**config.mk**
```make
export PLATFORM = sky130hd
export DESIGN_NAME = quire_to_posit
export DESIGN_NICKNAME = d
export VERILOG_FILES = /design/src/rtl/quire_pkg.sv /design/src/rtl/posit_pack.sv /design/src/rtl/quire_to_posit.sv
export SDC_FILE = /design/constraint.sdc
export NUM_CORES = 1
export LEC_CHECK = 0
export CAP_MARGIN = 20
export CORE_MARGIN = 4
export CORE_UTILIZATION = 40
export CTS_CLUSTER_DIAMETER = 100
export DETAILED_ROUTE_END_ITERATION = 8
export PLACE_DENSITY = 0.68
export RECOVER_POWER = 50
export SLEW_MARGIN = 10
export SYNTH_ARGS = -nofsm -noshare
export SYNTH_HDL_FRONTEND = slang
export SYNTH_HIERARCHICAL = 1
export SYNTH_SLANG_ARGS = --single-unit
```
**constraint.sdc**
```tcl
create_clock -name clk_i -period 8 [get_ports clk_i]
set_clock_uncertainty 0.15 [all_clocks]
set_input_delay 0.8 -clock clk_i [delete_from_list [all_inputs] [get_ports clk_i]]
set_output_delay 0.8 -clock clk_i [all_outputs]
set_load 0.005 [all_outputs]
```
**src/rtl/quire_pkg.sv**
```systemverilog
// Shared constants, types and the per-segment leading-zero detector for the
// quire-to-posit read-out path.
package quire_pkg;

  localparam int unsigned WIDTH    = 8;
  localparam int unsigned EXP      = 2;
  localparam int unsigned K        = 9;
  localparam int unsigned ACC      = (2 ** EXP) * (WIDTH - 2);
  localparam int unsigned ACC_HEAD = $clog2(K) + 2;
  localparam int unsigned Q        = ACC_HEAD + 4 * ACC;
  localparam int unsigned FRAC_PT  = 2 * ACC;
  localparam int          MAXSCALE = (WIDTH - 2) << EXP;
  // Widest fraction any in-range posit can carry (shortest regime is 2 bits).
  localparam int unsigned FW       = WIDTH - 3 - EXP;
  localparam int unsigned LZW      = $clog2(ACC + 1);

  typedef logic signed [7:0] scale_t;
  typedef logic [2:0]        seg_idx_t;

  typedef enum logic [2:0] {IDLE, ABS, SCAN, NORM, PACK, OUT} state_e;

  // Leading-zero count of one segment; returns ACC for an all-zero input.
  function automatic logic [LZW-1:0] lzd(input logic [ACC-1:0] x);
    logic [LZW-1:0] n;
    n = LZW'(ACC);
    for (int i = 0; i < int'(ACC); i++) begin
      if (x[i]) n = LZW'(int'(ACC) - 1 - i);
    end
    return n;
  endfunction

endpackage

```
**src/rtl/posit_pack.sv**
```systemverilog
// Combinational posit encoder: regime/exponent/fraction assembly, RNE rounding
// and saturation to maxpos/minpos.
module posit_pack
  import quire_pkg::*;
(
  input  logic             sign_i,
  input  scale_t           scale_i,
  input  logic [FW-1:0]    frac_i,
  input  logic             guard_i,
  input  logic             sticky_i,
  input  logic             zero_i,
  output logic [WIDTH-1:0] posit_o
);

  localparam int unsigned TW = EXP + FW + 1;
  localparam int unsigned LW = WIDTH - 1 + TW;

  scale_t           k;
  logic [EXP-1:0]   e;
  int               rl;
  logic [LW-1:0]    v;
  logic [WIDTH-2:0] body;
  logic [WIDTH-2:0] rounded;
  logic             rbit;
  logic             sbit;
  logic [WIDTH-1:0] mag;

  always_comb begin
    k  = scale_i >>> EXP;
    e  = scale_i[EXP-1:0];
    rl = (k >= 0) ? int'(k) + 2 : 1 - int'(k);
    // Regime run left-aligned, then exponent/fraction/guard right behind it.
    if (k >= 0) v = ~({LW{1'b1}} >> (int'(k) + 1));
    else        v = {{(LW-1){1'b0}}, 1'b1} << (int'(LW) - rl);
    v = v | ({{(LW-TW){1'b0}}, e, frac_i, guard_i} << (int'(LW) - rl - int'(TW)));
    body    = v[LW-1 -: WIDTH-1];
    rbit    = v[TW-1];
    sbit    = (|v[TW-2:0]) | sticky_i;
    rounded = body + {{(WIDTH-2){1'b0}}, rbit & (sbit | body[0])};
    if (int'(scale_i) >= MAXSCALE)       mag = {1'b0, {(WIDTH-1){1'b1}}};
    else if (int'(scale_i) < -MAXSCALE)  mag = {{(WIDTH-1){1'b0}}, 1'b1};
    else                                 mag = {1'b0, rounded};
    if (zero_i) posit_o = '0;
    else        posit_o = sign_i ? -mag : mag;
  end

endmodule

```
**src/rtl/quire_to_posit.sv**
```systemverilog
// Captures the segmented quire on an acc_rdy rising edge and converts it to a
// rounded posit over ABS/SCAN/NORM/PACK, handing it off with valid/ready.
module quire_to_posit
  import quire_pkg::*;
(
  input  logic                clk_i,
  input  logic                rst,
  input  logic                acc_rdy,
  input  logic [ACC_HEAD-1:0] acc_000_c,
  input  logic [ACC-1:0]      acc_001_c,
  input  logic [ACC-1:0]      acc_010_c,
  input  logic [ACC-1:0]      acc_011_c,
  input  logic [ACC-1:0]      acc_100_c,
  output logic                busy_o,
  output logic                drop_o,
  output logic                p_vld_o,
  input  logic                p_rdy_i,
  output logic [WIDTH-1:0]    p_o
);

  state_e           state_q, state_d;
  logic             rdy_q, drop_q;
  logic [Q-1:0]     mag_q, mag_d;
  logic             sign_q, sign_d;
  seg_idx_t         idx_q, idx_d;
  logic [LZW-1:0]   lz_q, lz_d;
  logic             zero_q, zero_d;
  scale_t           s_q, s_d;
  logic [FW-1:0]    frac_q, frac_d;
  logic             guard_q, guard_d;
  logic             sticky_q, sticky_d;
  logic [WIDTH-1:0] p_q, p_d;
  logic             vld_q, vld_d;

  logic             rise;
  logic [ACC-1:0]   seg;
  int               lead;
  logic [Q-2:0]     shifted;
  logic [WIDTH-1:0] packed_p;

  assign rise = acc_rdy & ~rdy_q;

  // Head segment is zero-extended so one LZD width serves every segment.
  always_comb begin
    case (idx_q)
      3'd0:    seg = {{(ACC-ACC_HEAD){1'b0}}, mag_q[Q-1 -: ACC_HEAD]};
      3'd1:    seg = mag_q[4*ACC-1 -: ACC];
      3'd2:    seg = mag_q[3*ACC-1 -: ACC];
      3'd3:    seg = mag_q[2*ACC-1 -: ACC];
      default: seg = mag_q[ACC-1:0];
    endcase
  end

  always_comb begin
    lead    = (4 - int'(idx_q)) * int'(ACC) + int'(ACC) - 1 - int'(lz_q);
    shifted = (Q-1)'(mag_q << (int'(Q) - 1 - lead));
  end

  always_comb begin
    state_d  = state_q;
    mag_d    = mag_q;
    sign_d   = sign_q;
    idx_d    = idx_q;
    lz_d     = lz_q;
    zero_d   = zero_q;
    s_d      = s_q;
    frac_d   = frac_q;
    guard_d  = guard_q;
    sticky_d = sticky_q;
    p_d      = p_q;
    vld_d    = vld_q;
    unique case (state_q)
      IDLE: begin
        if (rise) begin
          mag_d   = {acc_000_c, acc_001_c, acc_010_c, acc_011_c, acc_100_c};
          idx_d   = '0;
          zero_d  = 1'b0;
          state_d = ABS;
        end
      end
      ABS: begin
        sign_d  = mag_q[Q-1];
        mag_d   = mag_q[Q-1] ? -mag_q : mag_q;
        state_d = SCAN;
      end
      SCAN: begin
        if (seg != '0) begin
          lz_d    = lzd(seg);
          state_d = NORM;
        end else if (idx_q == 3'd4) begin
          zero_d  = 1'b1;
          state_d = NORM;
        end else begin
          idx_d = idx_q + 3'd1;
        end
      end
      NORM: begin
        s_d      = scale_t'(lead - int'(FRAC_PT));
        frac_d   = shifted[Q-2 -: FW];
        guard_d  = shifted[Q-2-FW];
        sticky_d = |shifted[Q-3-FW:0];
        state_d  = PACK;
      end
      PACK: begin
        p_d     = packed_p;
        vld_d   = 1'b1;
        state_d = OUT;
      end
      OUT: begin
        if (p_rdy_i) begin
          vld_d   = 1'b0;
          state_d = IDLE;
        end
      end
      default: state_d = IDLE;
    endcase
  end

  posit_pack u_pack (
    .sign_i   (sign_q),
    .scale_i  (s_q),
    .frac_i   (frac_q),
    .guard_i  (guard_q),
    .sticky_i (sticky_q),
    .zero_i   (zero_q),
    .posit_o  (packed_p)
  );

  always_ff @(posedge clk_i or posedge rst) begin
    if (rst) begin
      state_q  <= IDLE;
      rdy_q    <= 1'b0;
      drop_q   <= 1'b0;
      mag_q    <= '0;
      sign_q   <= 1'b0;
      idx_q    <= '0;
      lz_q     <= '0;
      zero_q   <= 1'b0;
      s_q      <= '0;
      frac_q   <= '0;
      guard_q  <= 1'b0;
      sticky_q <= 1'b0;
      p_q      <= '0;
      vld_q    <= 1'b0;
    end else begin
      state_q  <= state_d;
      rdy_q    <= acc_rdy;
      drop_q   <= rise & (state_q != IDLE);
      mag_q    <= mag_d;
      sign_q   <= sign_d;
      idx_q    <= idx_d;
      lz_q     <= lz_d;
      zero_q   <= zero_d;
      s_q      <= s_d;
      frac_q   <= frac_d;
      guard_q  <= guard_d;
      sticky_q <= sticky_d;
      p_q      <= p_d;
      vld_q    <= vld_d;
    end
  end

  assign busy_o  = (state_q != IDLE);
  assign drop_o  = drop_q;
  assign p_vld_o = vld_q;
  assign p_o     = p_q;

endmodule

```
### Yosys cells after proc, flatten, opt, wreduce, memory -nomap -nowiden

Cells that the tools add are included.

* reduce and logical (&&, ||, !) cells: 16
* order comparisons: 3
* shift-type cells: 4
* multiply operators: 1
* add/sub/neg operators: 15
* equal/unequal tests: 16
* bitwise operators: 8
* mux-type cells: 49

Operators with widths (count)
* $mux W102: 2
* $pmux W102 S2: 1
* $mux W5: 23
* $neg A102 Y102: 1
* $shl A102 B32 Y101: 1
* $reduce_or A97 Y1: 1
* $pmux W24 S4: 1
* $mux W32: 1
* $shl A1 B32 Y13 const A: 1
* $shl A6 B32 Y13: 1
* $shr A13 B32 Y13 const A: 1
* $sub A32 B4 Y32 const B: 1
* $sub A5 B32 Y32 const A: 1
* $mux W8: 3
* $reduce_bool A24 Y1: 1
* $mux W3: 7
* $pmux W3 S6: 1
* $sub A8 B13 Y14 const A: 1
* $mux W13: 1
* $not A13 Y13: 1
* $or A13 B13 Y13: 1
* $sub A12 B6 Y13: 1
* $eq A3 B2 Y1 const B: 4
* $ne A2 B2 Y1 const B: 6
* other kinds (32): 49

* logic and storage cells: 127
* flip-flop bits (word level): 139
* output and inout bits: 11
* input port bits: 106

### Depth between registers and ports, before layout

* depth in word-level cells: 26
* depth in mapped cells: 24
* depth with buffers taken out: 22

### Cells and area by module

Netlist, hierarchy kept.

Modules (own cells, without submodules)
* quire_to_posit: instances 1, seq. area each 3478.3 um2, area an instance 15681.3 um2, cells an instance 1900
* posit_pack: instances 1, seq. area each 0.0 um2, area an instance 1775.5 um2, cells an instance 261

### Worst setup path before layout

OpenSTA, ideal clock, no wires.

* path type: register -> register
* start point: reg s_q[3]
* end point: reg p_q[5], in the netlist p_o[5]
* library setup time: 0.125 ns
* buffers on the path: 2
* arrival: 5.135 ns
* data required time: 7.725 ns
* stages on the path, launching flop included: 24
* path slack: 2.591 ns
* clock period less this slack: 5.409 ns
* path through: dfrtp_1 buf_6 inv_1 ha_1 clkbuf_1 inv_1 a211oi_1 nor2_1 nand2_1 ha_1 nor4bb_1 nand4_1 a311oi_2 nand3_2 o21a_1 nor2_1 ha_1 inv_1 or4_1 a31o_1 nor2_1 a21oi_1 mux2_1 mux2_2

* word-level cells in the longest chain between the ends: 16
* elaborated cells between the ends (all ways): 25
* classes of those cells: 7 x add/sub; 3 x order compare; 3 x shift; 6 x mux; 5 x bitwise; 1 x reduce/logical

Ends and longest elaborated chain
* from (decl): line quire_to_posit.sv:28 `scale_t s_q, s_d;`
* from (signal assigned): line quire_to_posit.sv:139 `s_q <= '0;`
* from (signal assigned): line quire_to_posit.sv:154 `s_q <= s_d;`
* $sub A2 B6 Y7, or another cell as far along: line posit_pack.sv:31 `rl = (k >= 0) ? int'(k) + 2 : 1 - int'(k);`
* $mux W32: line posit_pack.sv:31
* $sub A5 B32 Y32: line posit_pack.sv:34, posit_pack.sv:35
* $sub A32 B4 Y32 or $shl A1 B32 Y13 (tied branches): line posit_pack.sv:35, posit_pack.sv:34
* $shl A6 B32 Y13 or $mux W13 (tied branches): line posit_pack.sv:35, posit_pack.sv:33
* $or A13 B13 Y13: line posit_pack.sv:35 `v = v | ({{(LW-TW){1'b0}}, e, frac_i, guard_i} << (int'(LW) - rl - int'(TW)));`
* $reduce_or A5 Y1: line posit_pack.sv:38 `sbit = (|v[TW-2:0]) | sticky_i;`
* $or A1 B1 Y1: line posit_pack.sv:38
* $or A1 B1 Y1: line posit_pack.sv:39 `rounded = body + {{(WIDTH-2){1'b0}}, rbit & (sbit | body[0])};`
* $and A1 B1 Y1: line posit_pack.sv:39
* $add A7 B1 Y7: line posit_pack.sv:39
* $mux W7: line posit_pack.sv:41 `else if (int'(scale_i) < -MAXSCALE) mag = {{(WIDTH-1){1'b0}}, 1'b1};`
* $mux W8 (*): line posit_pack.sv:40 `if (int'(scale_i) >= MAXSCALE) mag = {1'b0, {(WIDTH-1){1'b1}}};`
* $neg A8 Y8: line posit_pack.sv:44 `else posit_o = sign_i ? -mag : mag;`
* $mux W8 (*): line posit_pack.sv:44
* $mux W8 (*): line posit_pack.sv:43 `if (zero_i) posit_o = '0;`
* via packed_p[5]: line quire_to_posit.sv:39 `logic [WIDTH-1:0] packed_p;`
* to (signal assigned): line quire_to_posit.sv:158 `p_q <= p_d;`
* to (decl): line quire_to_posit.sv:32 `logic [WIDTH-1:0] p_q, p_d;`

Mark *: on every way through the listed nets, which the timed path passes. The rest lies on a longest branch.
A chain may end at the register's enable or synchronous reset.

### Final worst setup path

* start point: reg s_q[3]
* end point: reg p_q[6], in the netlist p_o[6]

Same word-level chain as after synthesis.

==> out/metrics.cfg <==
[clock_tree]
ctsHoldBuffers=0
cts.clk_slew.worst_paths_ps=70
cts_num_sinks=139
clockRootBuffer=clkbuf_16
clk_latency_ps=460
clk_path_buf_depth=2
cts_tree=yes
cts_setup_buffers=0
ctsHtreeMaxLevel=4
cts_resized=0
cts_made_buffers=17

[floorplan]
core_area_sq_um=43100
io_pins=117
die_w_um=217
die_area_sq_um=47000
fp.dieH_um=217
initial_core_util_pct=40.5
rows=76

[synth]
yosysSeqAreaShare_pct=19.9
synth_top_family_by_area=compound AO/OA/AOI/OAI gates
synth-simple-area-share_pct=21.6
synth_xor_xnor_area_share_pct=4.22
muxShareOfSynthArea_pct=20.8
yosys_warnings=6
synth_adder_area_share_pct=2.85
synth_cell_types=107
synth_cells=2161
synth_compound_area_share_pct=23.6
synth_area_sq_um=17500
dominantRegCellSynth=dfrtp_1
synth_seq_cells=139
syn_avg_cell_area_sq_um=8.08
postSynth.asyncResetShare_pct=100
synth_edf_count=0

[route]
num_vias=17585
avgViaCountPerCell=6.53
drc_errors=0
antenna_left=0
drtIter0Drc=2025
firstDrtPassIters=7
totalWireLength_um=62500
wl_per_cell_um=23.2

[grt]
antenna_found_initial=0
grt_use_met3_pct=4.44
gr-total-overflow=0
busiest_layer=met2
met2_usage_pct=40.4
grt_pass1_wl_um=97500
gr-usage-all-layers_pct=25.8
use_met1_pct=35.3
grt_pass1_vias=16689
grt_max_degree=112

[placed_design]
port_buffers=116
place_congestion=0.983
hpwl_um=45000
post-place-ws_ps=1130

[timing]
post-route-min-period_ps=6960
worst-slew-pin-transition_ps=3320
worst_slack_ps=1040
rsz0062_at_grt=false
setup_tns_ps=0
setup_viol=0
fin_hold_ws_ps=345
fin_crit_sh_pct=87.1
hold_viol=0
timing.fmax_mhz=144
slew_viol_final=170
slew_headroom_pct=-123

[run_status]
violations=capacitance limit, slew limit
status=finished with violations

[layout]
nFillCells=4242
syn_to_final_growth_pct=10.3
drive_gt1_share_pct=12.3
fin_util_pct=44.7
nets=2240
num_antenna_cells=0

[worst_setup_path]
slowest_stage=xor2_1
crit_chain=xor2_1, clkinv_1, ha_1, o21ai_2, nand2_1, ha_1, nor4bb_1, nand4_1, a311oi_2, nand3_2, o21a_1, nor2_1, ha_1, inv_1, or4_1, a31o_1, nor3_2, a2111o_1, a31oi_1, mux2_2
criticalPathCategory=reg2reg
end_kind=register
required_ps=8180
slowest_delay_ps=720
cp-start-kind=register
r2r_end=p_o[6]$_DFFE_PP0P_
reg2regPathDepth=20
crit_path_max_fanout=16
critPathArrivalTime_ps=7150
r2r_setup_slack_ps=1040
cp-endpoint=p_o[6]$_DFFE_PP0P_
reg2reg_from=s_q[3]$_DFFE_PP0N_
worst_path_most_repeated_cell=ha_1
crit_start=s_q[3]$_DFFE_PP0N_

[flow_run]
drv.max_cap_violation_count=3

[min_path]
hp-class=reg2reg

==> registers in the layout, indices dropped and copies added, names as in the netlist, 3 cells and up <==
register / cells
frac_q: 3
idx_q: 3
lz_q: 5
mag_q: 102
p_o: 8
s_q: 8
state_q: 3
==> how the worst min path moves through the flow <==
| stage | endpoint | cells after the start | from |
|---|---|---|---|
| floorplan | s_q[7]$_DFFE_PP0N_ | 2 | s_q[7]$_DFFE_PP0N_ |
| global placement | p_vld_o$_DFFE_PP0P_ | 1 | p_vld_o$_DFFE_PP0P_ |
| detailed placement | p_vld_o$_DFFE_PP0P_ | 1 | p_vld_o$_DFFE_PP0P_ |
| CTS | p_vld_o$_DFFE_PP0P_ | 1 | p_vld_o$_DFFE_PP0P_ |
| global route | p_vld_o$_DFFE_PP0P_ | 1 | p_vld_o$_DFFE_PP0P_ |
| finish | p_vld_o$_DFFE_PP0P_ | 1 | p_vld_o$_DFFE_PP0P_ |
==> cells in the final DEF (no fill, tap or decap), types with 15 or more instances in the layout <==
master / count
a221o_1: 38
a21oi_1: 144
nor2b_1: 20
nand2b_1: 18
clkdlybuf4s50_1: 103
clkbuf_16: 17
nand3_1: 59
buf_4: 22
nand2_1: 222
nor4_1: 28
xnor2_1: 47
o21ai_0: 131
o31ai_1: 21
nor3b_1: 15
xor2_1: 26
inv_1: 61
mux4_2: 81
o211ai_1: 17
a222oi_1: 22
ha_1: 34
a211oi_1: 41
mux2_2: 55
dfrtp_1: 137
nor2_1: 159
a31oi_1: 31
or3_1: 21
nor3_1: 89
mux2i_1: 116
nand4_1: 26
==> routing by layer <==
metal  part of all wire, %  up-vias
met2                    45      856
li1                      -     8034
met4                   4.4        0
met1                    42     8556
met5                     0        -
met3                   8.0      139
==> Yosys cell counts (15+ instances only) <==
library cell	instances	area, sq um
a211oi_1	41	308
a21oi_1	144	721
a221o_1	38	380
a222oi_1	22	220
a31oi_1	31	194
buf_1	18	67.6
buf_2	41	205
clkbuf_1	163	612
dfrtp_1	139	3480
ha_1	35	438
inv_1	63	236
mux2_2	55	619
mux2i_1	116	1160
mux4_2	81	1820
nand2_1	224	841
nand2b_1	18	113
nand3_1	59	295
nand4_1	26	163
nor2_1	161	604
nor2b_1	20	125
nor3_1	89	445
nor3b_1	15	113
nor4_1	28	175
o211ai_1	17	128
o21ai_0	131	656
o31ai_1	21	158
or3_1	21	131
xnor2_1	50	438
xor2_1	27	236
==> metrics by stage <==
step           cell area, sq um  cells
2_1_floorplan             17500   2166
3_3_place_gp              18700   2662
3_5_place_dp              18700   2662
4_1_cts                   19300   2694
5_1_grt                   19300   2694
6_report                  19300   2694
==> kinds of logic after synthesis <==
kind of cell | Yosys count
simple gates | 752
xor+xnor | 80
fa+ha+maj | 38
buf+inv | 297
other cells | 1
mux | 254
compound gates | 600
flops | 139
==> critical path: cells and delay by family (launching register included) <==
family,cells,cell delay (ps)
xor gates and xnor gates,1,720
muxes,1,290
buffers and inverters,2,510
AOI/OAI and AO/OA,6,1390
and+or+nand+nor,7,2040
adders and majority gates,3,1050
DFF,1,680
==> layout make-up <==
class                      instances  area (sq um)  share of cell area, %
sequential                       139          3490                   18.1
clock buffer                      18           429                   2.23
timing repair buffer             142          1360                   7.06
clock inverter                    14           155                  0.806
inverter                          66           249                   1.29
tap                              585           732                   3.80
multi-input combinational       1730         12800                   66.7
Power is not shown: default switching activity piles up to over one toggle a cycle in this logic, so the estimate is an artifact.
